==> config.mk <==
export PLATFORM = sky130hd
export DESIGN_NAME = rps_match_ctrl
export DESIGN_NICKNAME = d
export VERILOG_FILES = /design/src/rtl/rps_pkg.sv /design/src/rtl/rps_judge.sv /design/src/rtl/rps_match_ctrl.sv
export SDC_FILE = /design/constraint.sdc
export NUM_CORES = 1
export LEC_CHECK = 0
export ABC_AREA = 1
export BUFFER_PORTS_ARGS = -buffer_cell sky130_fd_sc_hd__buf_2
export CAP_MARGIN = 20
export CORE_AREA = 3 3 91 93
export DETAILED_ROUTE_END_ITERATION = 7
export DIE_AREA = 0 0 94 96
export HOLD_SLACK_MARGIN = 0.15
export PLACE_DENSITY_LB_ADDON = 0.2
export SLEW_MARGIN = 25
export SYNTH_ARGS = -nofsm -noshare
export SYNTH_HDL_FRONTEND = slang
export SYNTH_SLANG_ARGS = --single-unit
==> constraint.sdc <==
create_clock -name clk -period 1.9 [get_ports clk]
set_clock_uncertainty 0.15 [all_clocks]
set_input_delay 0.095 -clock clk [delete_from_list [all_inputs] [get_ports clk]]
set_output_delay 0.095 -clock clk [all_outputs]
set_load 0.02 [all_outputs]
==> src/rtl/rps_pkg.sv <==
// Shared types and helpers for the rock-paper-scissors match controller.
// Moves are one-hot; results and FSM states are shared by the judge and the top level.
package rps_pkg;

    localparam logic [2:0] ROCK     = 3'b001;
    localparam logic [2:0] PAPER    = 3'b010;
    localparam logic [2:0] SCISSORS = 3'b100;

    typedef enum logic [1:0] {
        NONE  = 2'b00,
        TIE   = 2'b01,
        A_WIN = 2'b10,
        B_WIN = 2'b11
    } result_t;

    typedef enum logic [2:0] {
        IDLE    = 3'd0,
        COLLECT = 3'd1,
        JUDGE   = 3'd2,
        REPORT  = 3'd3,
        DONE    = 3'd4
    } state_t;

    function automatic logic is_onehot(input logic [2:0] m);
        return (m == ROCK) || (m == PAPER) || (m == SCISSORS);
    endfunction

endpackage

==> src/rtl/rps_judge.sv <==
// Combinational round judge: two legal one-hot moves in, round result out.
// Identical moves tie; otherwise A wins on the three beating pairs, else B wins.
module rps_judge
    import rps_pkg::*;
(
    input  logic [2:0] move_a,
    input  logic [2:0] move_b,
    output result_t    res
);

    logic a_beats_b;

    always_comb begin
        a_beats_b = ((move_a == ROCK)     && (move_b == SCISSORS)) ||
                    ((move_a == SCISSORS) && (move_b == PAPER))    ||
                    ((move_a == PAPER)    && (move_b == ROCK));
        if (move_a == move_b)
            res = TIE;
        else if (a_beats_b)
            res = A_WIN;
        else
            res = B_WIN;
    end

endmodule

==> src/rtl/rps_match_ctrl.sv <==
// Best-of-N rock-paper-scissors sequencer: collects both moves over valid/ready,
// judges each round, keeps scores and declares the match winner.
module rps_match_ctrl
    import rps_pkg::*;
#(
    parameter int WIN_TARGET  = 3,
    parameter int SCORE_W     = 3,
    parameter int TIMEOUT_CYC = 255
) (
    input  logic               clk,
    input  logic               rst_n,
    input  logic               start,
    input  logic               a_valid,
    input  logic [2:0]         a_move,
    input  logic               b_valid,
    input  logic [2:0]         b_move,
    output logic               a_ready,
    output logic               b_ready,
    output logic               result_valid,
    output logic [1:0]         result,
    output logic [SCORE_W-1:0] score_a,
    output logic [SCORE_W-1:0] score_b,
    output logic               match_done,
    output logic               match_winner,
    output logic               busy,
    output logic               err_illegal
);

    localparam int                 TMR_W     = $clog2(TIMEOUT_CYC + 1);
    localparam logic [TMR_W-1:0]   TMR_LAST  = TMR_W'(TIMEOUT_CYC - 1);
    localparam logic [SCORE_W-1:0] SCORE_TGT = SCORE_W'(WIN_TARGET);

    state_t           state, state_nxt;
    logic             cap_a, cap_b;
    logic [2:0]       mv_a, mv_b;
    logic [TMR_W-1:0] tmr;
    logic             forfeit;
    result_t          result_q, judge_res, round_res;

    logic a_take, b_take, a_bad, b_bad;
    logic have_a, have_b, expire, target_hit;

    rps_judge u_judge (
        .move_a (mv_a),
        .move_b (mv_b),
        .res    (judge_res)
    );

    assign result = result_q;

    always_comb begin
        a_ready    = (state == COLLECT) && !cap_a;
        b_ready    = (state == COLLECT) && !cap_b;
        a_take     = a_valid && a_ready && is_onehot(a_move);
        b_take     = b_valid && b_ready && is_onehot(b_move);
        a_bad      = a_valid && a_ready && !is_onehot(a_move);
        b_bad      = b_valid && b_ready && !is_onehot(b_move);
        have_a     = cap_a || a_take;
        have_b     = cap_b || b_take;
        // A late capture landing on the expiry edge still counts as a normal move.
        expire     = (cap_a ^ cap_b) && !(a_take || b_take) && (tmr == TMR_LAST);
        target_hit = (score_a == SCORE_TGT) || (score_b == SCORE_TGT);
        round_res  = forfeit ? (cap_a ? A_WIN : B_WIN) : judge_res;

        state_nxt = state;
        unique case (state)
            IDLE, DONE: if (start) state_nxt = COLLECT;
            COLLECT:    if ((have_a && have_b) || expire) state_nxt = JUDGE;
            JUDGE:      state_nxt = REPORT;
            REPORT:     state_nxt = target_hit ? DONE : COLLECT;
            default:    state_nxt = IDLE;
        endcase
    end

    always_ff @(posedge clk or negedge rst_n) begin
        if (!rst_n)
            state <= IDLE;
        else
            state <= state_nxt;
    end

    always_ff @(posedge clk or negedge rst_n) begin
        if (!rst_n) begin
            cap_a        <= 1'b0;
            cap_b        <= 1'b0;
            mv_a         <= '0;
            mv_b         <= '0;
            tmr          <= '0;
            forfeit      <= 1'b0;
            result_q     <= NONE;
            result_valid <= 1'b0;
            score_a      <= '0;
            score_b      <= '0;
            match_done   <= 1'b0;
            match_winner <= 1'b0;
            busy         <= 1'b0;
            err_illegal  <= 1'b0;
        end else begin
            result_valid <= 1'b0;
            err_illegal  <= 1'b0;
            busy         <= (state_nxt == COLLECT) || (state_nxt == JUDGE) ||
                            (state_nxt == REPORT);
            unique case (state)
                IDLE, DONE: begin
                    if (start) begin
                        cap_a        <= 1'b0;
                        cap_b        <= 1'b0;
                        mv_a         <= '0;
                        mv_b         <= '0;
                        tmr          <= '0;
                        forfeit      <= 1'b0;
                        result_q     <= NONE;
                        score_a      <= '0;
                        score_b      <= '0;
                        match_done   <= 1'b0;
                        match_winner <= 1'b0;
                    end
                end
                COLLECT: begin
                    err_illegal <= a_bad || b_bad;
                    if (a_take) begin
                        cap_a <= 1'b1;
                        mv_a  <= a_move;
                    end
                    if (b_take) begin
                        cap_b <= 1'b1;
                        mv_b  <= b_move;
                    end
                    if (expire)
                        forfeit <= 1'b1;
                    else if (cap_a ^ cap_b)
                        tmr <= tmr + 1'b1;
                end
                JUDGE: begin
                    result_q     <= round_res;
                    result_valid <= 1'b1;
                    if (round_res == A_WIN && score_a < SCORE_TGT)
                        score_a <= score_a + 1'b1;
                    if (round_res == B_WIN && score_b < SCORE_TGT)
                        score_b <= score_b + 1'b1;
                end
                REPORT: begin
                    if (target_hit) begin
                        match_done   <= 1'b1;
                        match_winner <= (score_b == SCORE_TGT);
                    end else begin
                        cap_a   <= 1'b0;
                        cap_b   <= 1'b0;
                        mv_a    <= '0;
                        mv_b    <= '0;
                        tmr     <= '0;
                        forfeit <= 1'b0;
                    end
                end
                default: ;
            endcase
        end
    end

endmodule

==> results of run 1 <==
-- power breakdown --
group / switching (W) / internal (W)
Clock: 0.000263 / 0.000428
Combinational: 0.000947 / 0.000542
Sequential: 0.000141 / 0.000872
-- layer usage --
layer,vias to the layer above,share of wire,routed length (um)
met1,759,0.45,2031
li1,877,-,-
met3,6,0.022,99
met2,12,0.51,2322
met5,-,0,0
met4,0,0.014,65
-- worst max-delay path: cells and delay by family (launching register included) --
family	cells	cell delay [ns]
compound gates	1	0.12
buf+inv	3	0.70
flops	1	0.39
simple gates	3	0.43
-- how the worst max path moves through the flow --
stage and endpoint:
2_1_floorplan mv_a[0], 3_3_place_gp tmr[5], 3_5_place_dp tmr[6], 4_1_cts tmr[5], 5_1_grt tmr[3], 6_report err_illegal
-- registers in the layout, summed over array words and instances, names as in the netlist, 2 cells and up --
register,flops
tmr,8
state,3
mv_b,3
mv_a,3
score_a,3
result,2
score_b,3
-- stage by stage --
stage	std cells	worst slack (ns)	hold slack [ns]	cell area (um2)
finish	397	0.04862	0.1597	2484
global route	397	-0.02213	0.2044	2484
CTS	394	0.02190	0.1808	2424
detailed placement	375	0.04885	-0.09217	2197
global placement	375	0.06959	-0.09609	2197
floorplan	242	0.01014	-0.3506	1896
-- synth_stat cells, drive strengths merged --
cell,n
nor3b,2
o22ai,6
nor3,6
a211oi,2
inv,30
ha,6
clkinv,3
o21ai,7
nand3,28
nor2,30
buf,1
xor2,2
nand2,74
xnor2,3
a21oi,4
o32ai,1
nand3b,2
dfrtp,33
clkbuf,2
-- cell type report --
cell class | instances | area (um2) | share of cell area
inverters | 33 | 126.4 | 0.05088
clock buffers | 7 | 86.33 | 0.03476
flip-flops and latches | 33 | 832.0 | 0.3350
well taps | 102 | 127.6 | 0.05139
repair buffers | 47 | 320.3 | 0.1290
multi-input cells | 174 | 960.9 | 0.3869
clock inverters | 1 | 30.03 | 0.01209
-- cell families after synthesis --
| kind of cell | after synthesis | synth area share |
|---|---|---|
| simple gates | 142 | 0.3549 |
| buf+inv | 36 | 0.07391 |
| flops | 33 | 0.4394 |
| compound gates | 20 | 0.06858 |
| fa+ha+maj | 6 | 0.03995 |
| xor+xnor | 5 | 0.02331 |
-- layout by cell type (no fill, tap or decap), types with 2 or more instances in the layout --
cell type	n
dlygate4sd3_1	10
nor3_1	4
nand3_1	26
nor2_1	25
dfrtp_2	5
nor2_2	2
clkinv_1	3
ha_1	3
nand2_1	67
buf_2	25
a21oi_1	4
nor2_4	3
inv_2	2
clkbuf_8	6
o21ai_4	2
o22ai_1	6
xnor2_1	3
nor3b_1	2
nand2_2	5
nand3b_1	2
dfrtp_1	28
nand2_4	3
ha_2	3
buf_4	11
inv_1	27
xor2_1	2
o21ai_1	4
-- what timing repair did --
item	CTS	global route
gates resized for setup	0	10
hold buffers	11	0
endpoints found under the hold margin	43	0
buffers inserted	0	2
setup endpoints to repair	0	11
==> impl_metrics.yaml, run 1 <==
detailed_routing:
  drc: 0
  first_pass_iters: 4
  vias: 1654
  vias_per_cell: 4.166
  drt_iter0_drc: 46
  drtAntennaViolNets: 0
  wire_per_inst_um: 11.38
  wl_um: 4519
die:
  rows: 32
  ios: 26
  die_h_um: 96
  die_x_um: 94
  core_area_um2: 7607
  die_area_um2: 9024
  start_util: 0.2470
setup_path:
  cpMaxStageDelayCell: "dlygate4sd3_1"
  critPathKind: "reg2reg"
  critPathArrivalTime_ns: 1.92
  crit_fanout: 4
  reg2reg_to: "err_illegal"
  start_kind: "flop"
  crit_path_start: "state[0]"
  end_kind: "flop"
  cpPeakStageDelay_ns: 0.58
  crit_chain: "inv_2 > nor2_4 > nand2_4 > nor3_4 > inv_1 > o32ai_1 > dlygate4sd3_1"
  ff2ff_setup_slack_ns: 0.05
  reg2regPathDepth: 7
  timing.rr.start: "state[0]"
  cp_data_required_time_ns: 1.97
cts:
  cts_buffer_depth: 2
  clockRootBuffer: "clkbuf_8"
  cts-buffers-inserted: 5
  cts-htree-levels: 2
  clock-sinks: 33
  cts_tree: "built"
  clk_pin_slew_ns: 0.07
  clock_latency_ns: 0.29
power_and_ir_drop:
  ir_worst_vdd_v: 0.0002996
  p_leak_nw: 1.285
  power_w: 0.003193
  power.density_nw_per_um2: 1286
sta:
  finalHoldViolCount: 0
  clock.fmax_mhz: 540.1
  fin_crit_sh: 0.9744
  rsz0062_at_grt: "true"
  setup_viol: 0
  tightest_slew_ns: 0.8053
  slew_violations: 0
  tns_ns: 0
  min_period_ns: 1.851
  slew_headroom: 0.4632
yosys:
  synthDistinctLibCells: 31
  synth_nets: 259
  yosysSeqAreaShare: 0.4394
  netlist_top_cells_area: "dfrtp_1 (44%), nand2_1 (13%), nand3_1 (6.9%), inv_1 (5.4%), nor2_1 (5.2%)"
  synth_seq_cells: 33
  netlist_area_um2: 1879
  netlist.area_leader.share: 0.4394
  syn_inst: 242
  postSynthAreaPerCell_um2: 7.766
  synth_warnings: 0
  yosys.area.top_type: "dfrtp_1"
grt:
  top_usage_layer: "met2"
  met2_usage: 0.1886
  grt_pass1_vias: 1645
  gr-usage-met1: 0.1330
  grt_pass1_wl_um: 7700
  grt_max_degree: 18
  grtUsageTotal: 0.1093
  grt.overflow.total: 0
  met3_usage: 0.02580
  antenna_found_initial: 0
hold_path:
  min_path_type: "in2async"
cells_and_area:
  drive_above_1_share: 0.2508
  nets: 311
  num_antenna_cells: 0
  finish.utilization: 0.3265
  nFillCells: 806
  area_delta_synth_final_pct: 32.16
placed_design:
  hpwl_um: 3295
  routabilityCongestion: 0.7947
  portBuffers: 25
job:
  max_cap_viol_count: 0
run_status:
  outcome: "finished clean"
(Power assumes the default switching activity.)
==> run 2: changes to the inputs <==
--- a/config.mk
+++ b/config.mk
@@ -12,7 +12,7 @@
 export DETAILED_ROUTE_END_ITERATION = 7
 export DIE_AREA = 0 0 94 96
 export HOLD_SLACK_MARGIN = 0.15
-export PLACE_DENSITY_LB_ADDON = 0.2
+export PLACE_DENSITY = 0.5
 export SLEW_MARGIN = 25
 export SYNTH_ARGS = -nofsm -noshare
 export SYNTH_HDL_FRONTEND = slang
==> impl_metrics.yaml, run 2 (synthesis gave the netlist of run 1 again) <==
cts:
  clock_latency_ns: 0.28
  clockRootBuffer: "clkbuf_8"
  clock-sinks: 33
  clk_pin_slew_ns: 0.07
  cts_buffer_depth: 2
  cts-htree-levels: 2
  cts_tree: "built"
  cts-buffers-inserted: 5
setup_path:
  crit_fanout: 9
  crit_chain: "ha_2 > ha_2 > o21ai_4 > o21ai_4 > nor2_4 > nand2_4 > nand2_4 > nand2_1 > nand2_1"
  critPathArrivalTime_ns: 1.87
  cp_top_family: "simple AND/OR/NAND/NOR gates"
  critPathKind: "reg2reg"
  end_kind: "flop"
  reg2regPathDepth: 9
  cp_data_required_time_ns: 1.97
  critical_path_depth: 9
  start_kind: "flop"
  cpMaxStageDelayCell: "dfrtp_2"
  path_buf_inv: 0
  cpPeakStageDelay_ns: 0.43
die:
  ios: 26
  die_area_um2: 9024
  core_area_um2: 7607
  die_h_um: 96
  die_x_um: 94
  rows: 32
  start_util: 0.2470
sta:
  min_period_ns: 1.798
  fin_crit_sh: 0.9463
  clock.fmax_mhz: 556.2
  slew_headroom: 0.6406
  setup_viol: 0
  hold-worst-slack_ns: 0.1476
  slew_violations: 0
  tightest_slew_ns: 0.5373
  finalHoldViolCount: 0
  tns_ns: 0
grt:
  grtUsageTotal: 0.1100
  grt.overflow.total: 0
  antenna_found_initial: 0
  grt_pass1_wl_um: 7797
  grt_pass1_vias: 1714
  grt_max_degree: 15
placed_design:
  routabilityCongestion: 0.7665
  hpwl_um: 3280
  portBuffers: 25
  place_inst: 375
cells_and_area:
  drive_above_1_share: 0.2397
  mostFrequentLayoutCell: "nand2_1"
  num_antenna_cells: 0
  area_delta_synth_final_pct: 30.56
  largest_register: "tmr"
  final-instance-count-excl-fill: 394
  finish.utilization: 0.3225
  largest_reg_flops: 8
  nets: 308
  final_cell_mix: "nand2_1 (67), dfrtp_1 (29), inv_1 (27), nand3_1 (26)"
detailed_routing:
  drtAntennaViolNets: 0
  vias_per_cell: 4.226
  first_pass_iters: 4
  wl_um: 4376
  wire_per_inst_um: 11.11
  drt_iter0_drc: 72
  vias: 1665
  drc: 0
power_and_ir_drop:
  power_w: 0.003124
  p_leak_nw: 1.264
  ir_worst_vdd_v: 0.0003812
  power.density_nw_per_um2: 1273
hold_path:
  min_path_type: "in2async"
run_status:
  outcome: "finished clean"
job:
  max_cap_viol_count: 0
## run 2: cell types whose count changed in the layout (fill, tap and decap cells not counted), sizes merged
cell / delta
nand2: -1
buf: -2
dlymetal6s4s: -1
dlygate4sd3: +1
## run 2: worst min-delay path, cell delays in order
cell	delay [ns]
dlygate4sd3_1	0.51
buf_2	0.14
buf_4	0.18
## run 2: power breakdown
group / total (W) / internal [W] / switching [W]
clock network: 0.000694 / 0.000428 / 0.000266
logic: 0.00141 / 0.000498 / 0.000913
registers: 0.00102 / 0.000872 / 0.000147
## run 2: timing repair
item | 4_1_cts | 5_1_grt
hold endpoints to repair | 42 | 0
buffers inserted | 0 | 0
setup endpoints to repair | 0 | 14
gates resized for setup | 0 | 6
hold buffers | 11 | 0
## run 2: area by class of cell
| cell class | count | area (um2) |
|---|---|---|
| Clock buffer | 7 | 86.33 |
| Clock inverter | 1 | 30.03 |
| Fill cell | 848 | 5154 |
| Inverter | 33 | 126.4 |
| Multi-Input combinational cell | 173 | 949.7 |
| Sequential cell | 33 | 830.8 |
| Tap cell | 102 | 127.6 |
| Timing Repair Buffer | 45 | 302.8 |
## run 2: metal layers
| layer | vias up | track usage | routed length [um] |
|---|---|---|---|
| met5 | - | 0 | 0 |
| met4 | 0 | 0.03249 | 50 |
| met3 | 6 | 0.03049 | 163 |
| met2 | 22 | 0.1934 | 2110 |
| met1 | 762 | 0.1309 | 2051 |
| li1 | 875 | - | - |
## run 2: final timing paths
check,from,slack [ns],to
min in group clk,match_done,0.33,match_done
hold / removal,rst_n,0.15,tmr[1]
setup / recovery,score_a[1],0.10,tmr[4]
max in group asynchronous,rst_n,0.46,score_a[0]
setup reg to reg,score_a[1],0.10,tmr[4]
hold reg to reg,match_done,0.33,match_done
## run 2: per-stage QoR
stage	setup slack (ns)	area, um2
floorplan	0.01014	1896
global placement	0.07909	2197
detailed placement	0.04201	2197
CTS	0.007773	2424
global route	-0.001475	2454
finish	0.1021	2454
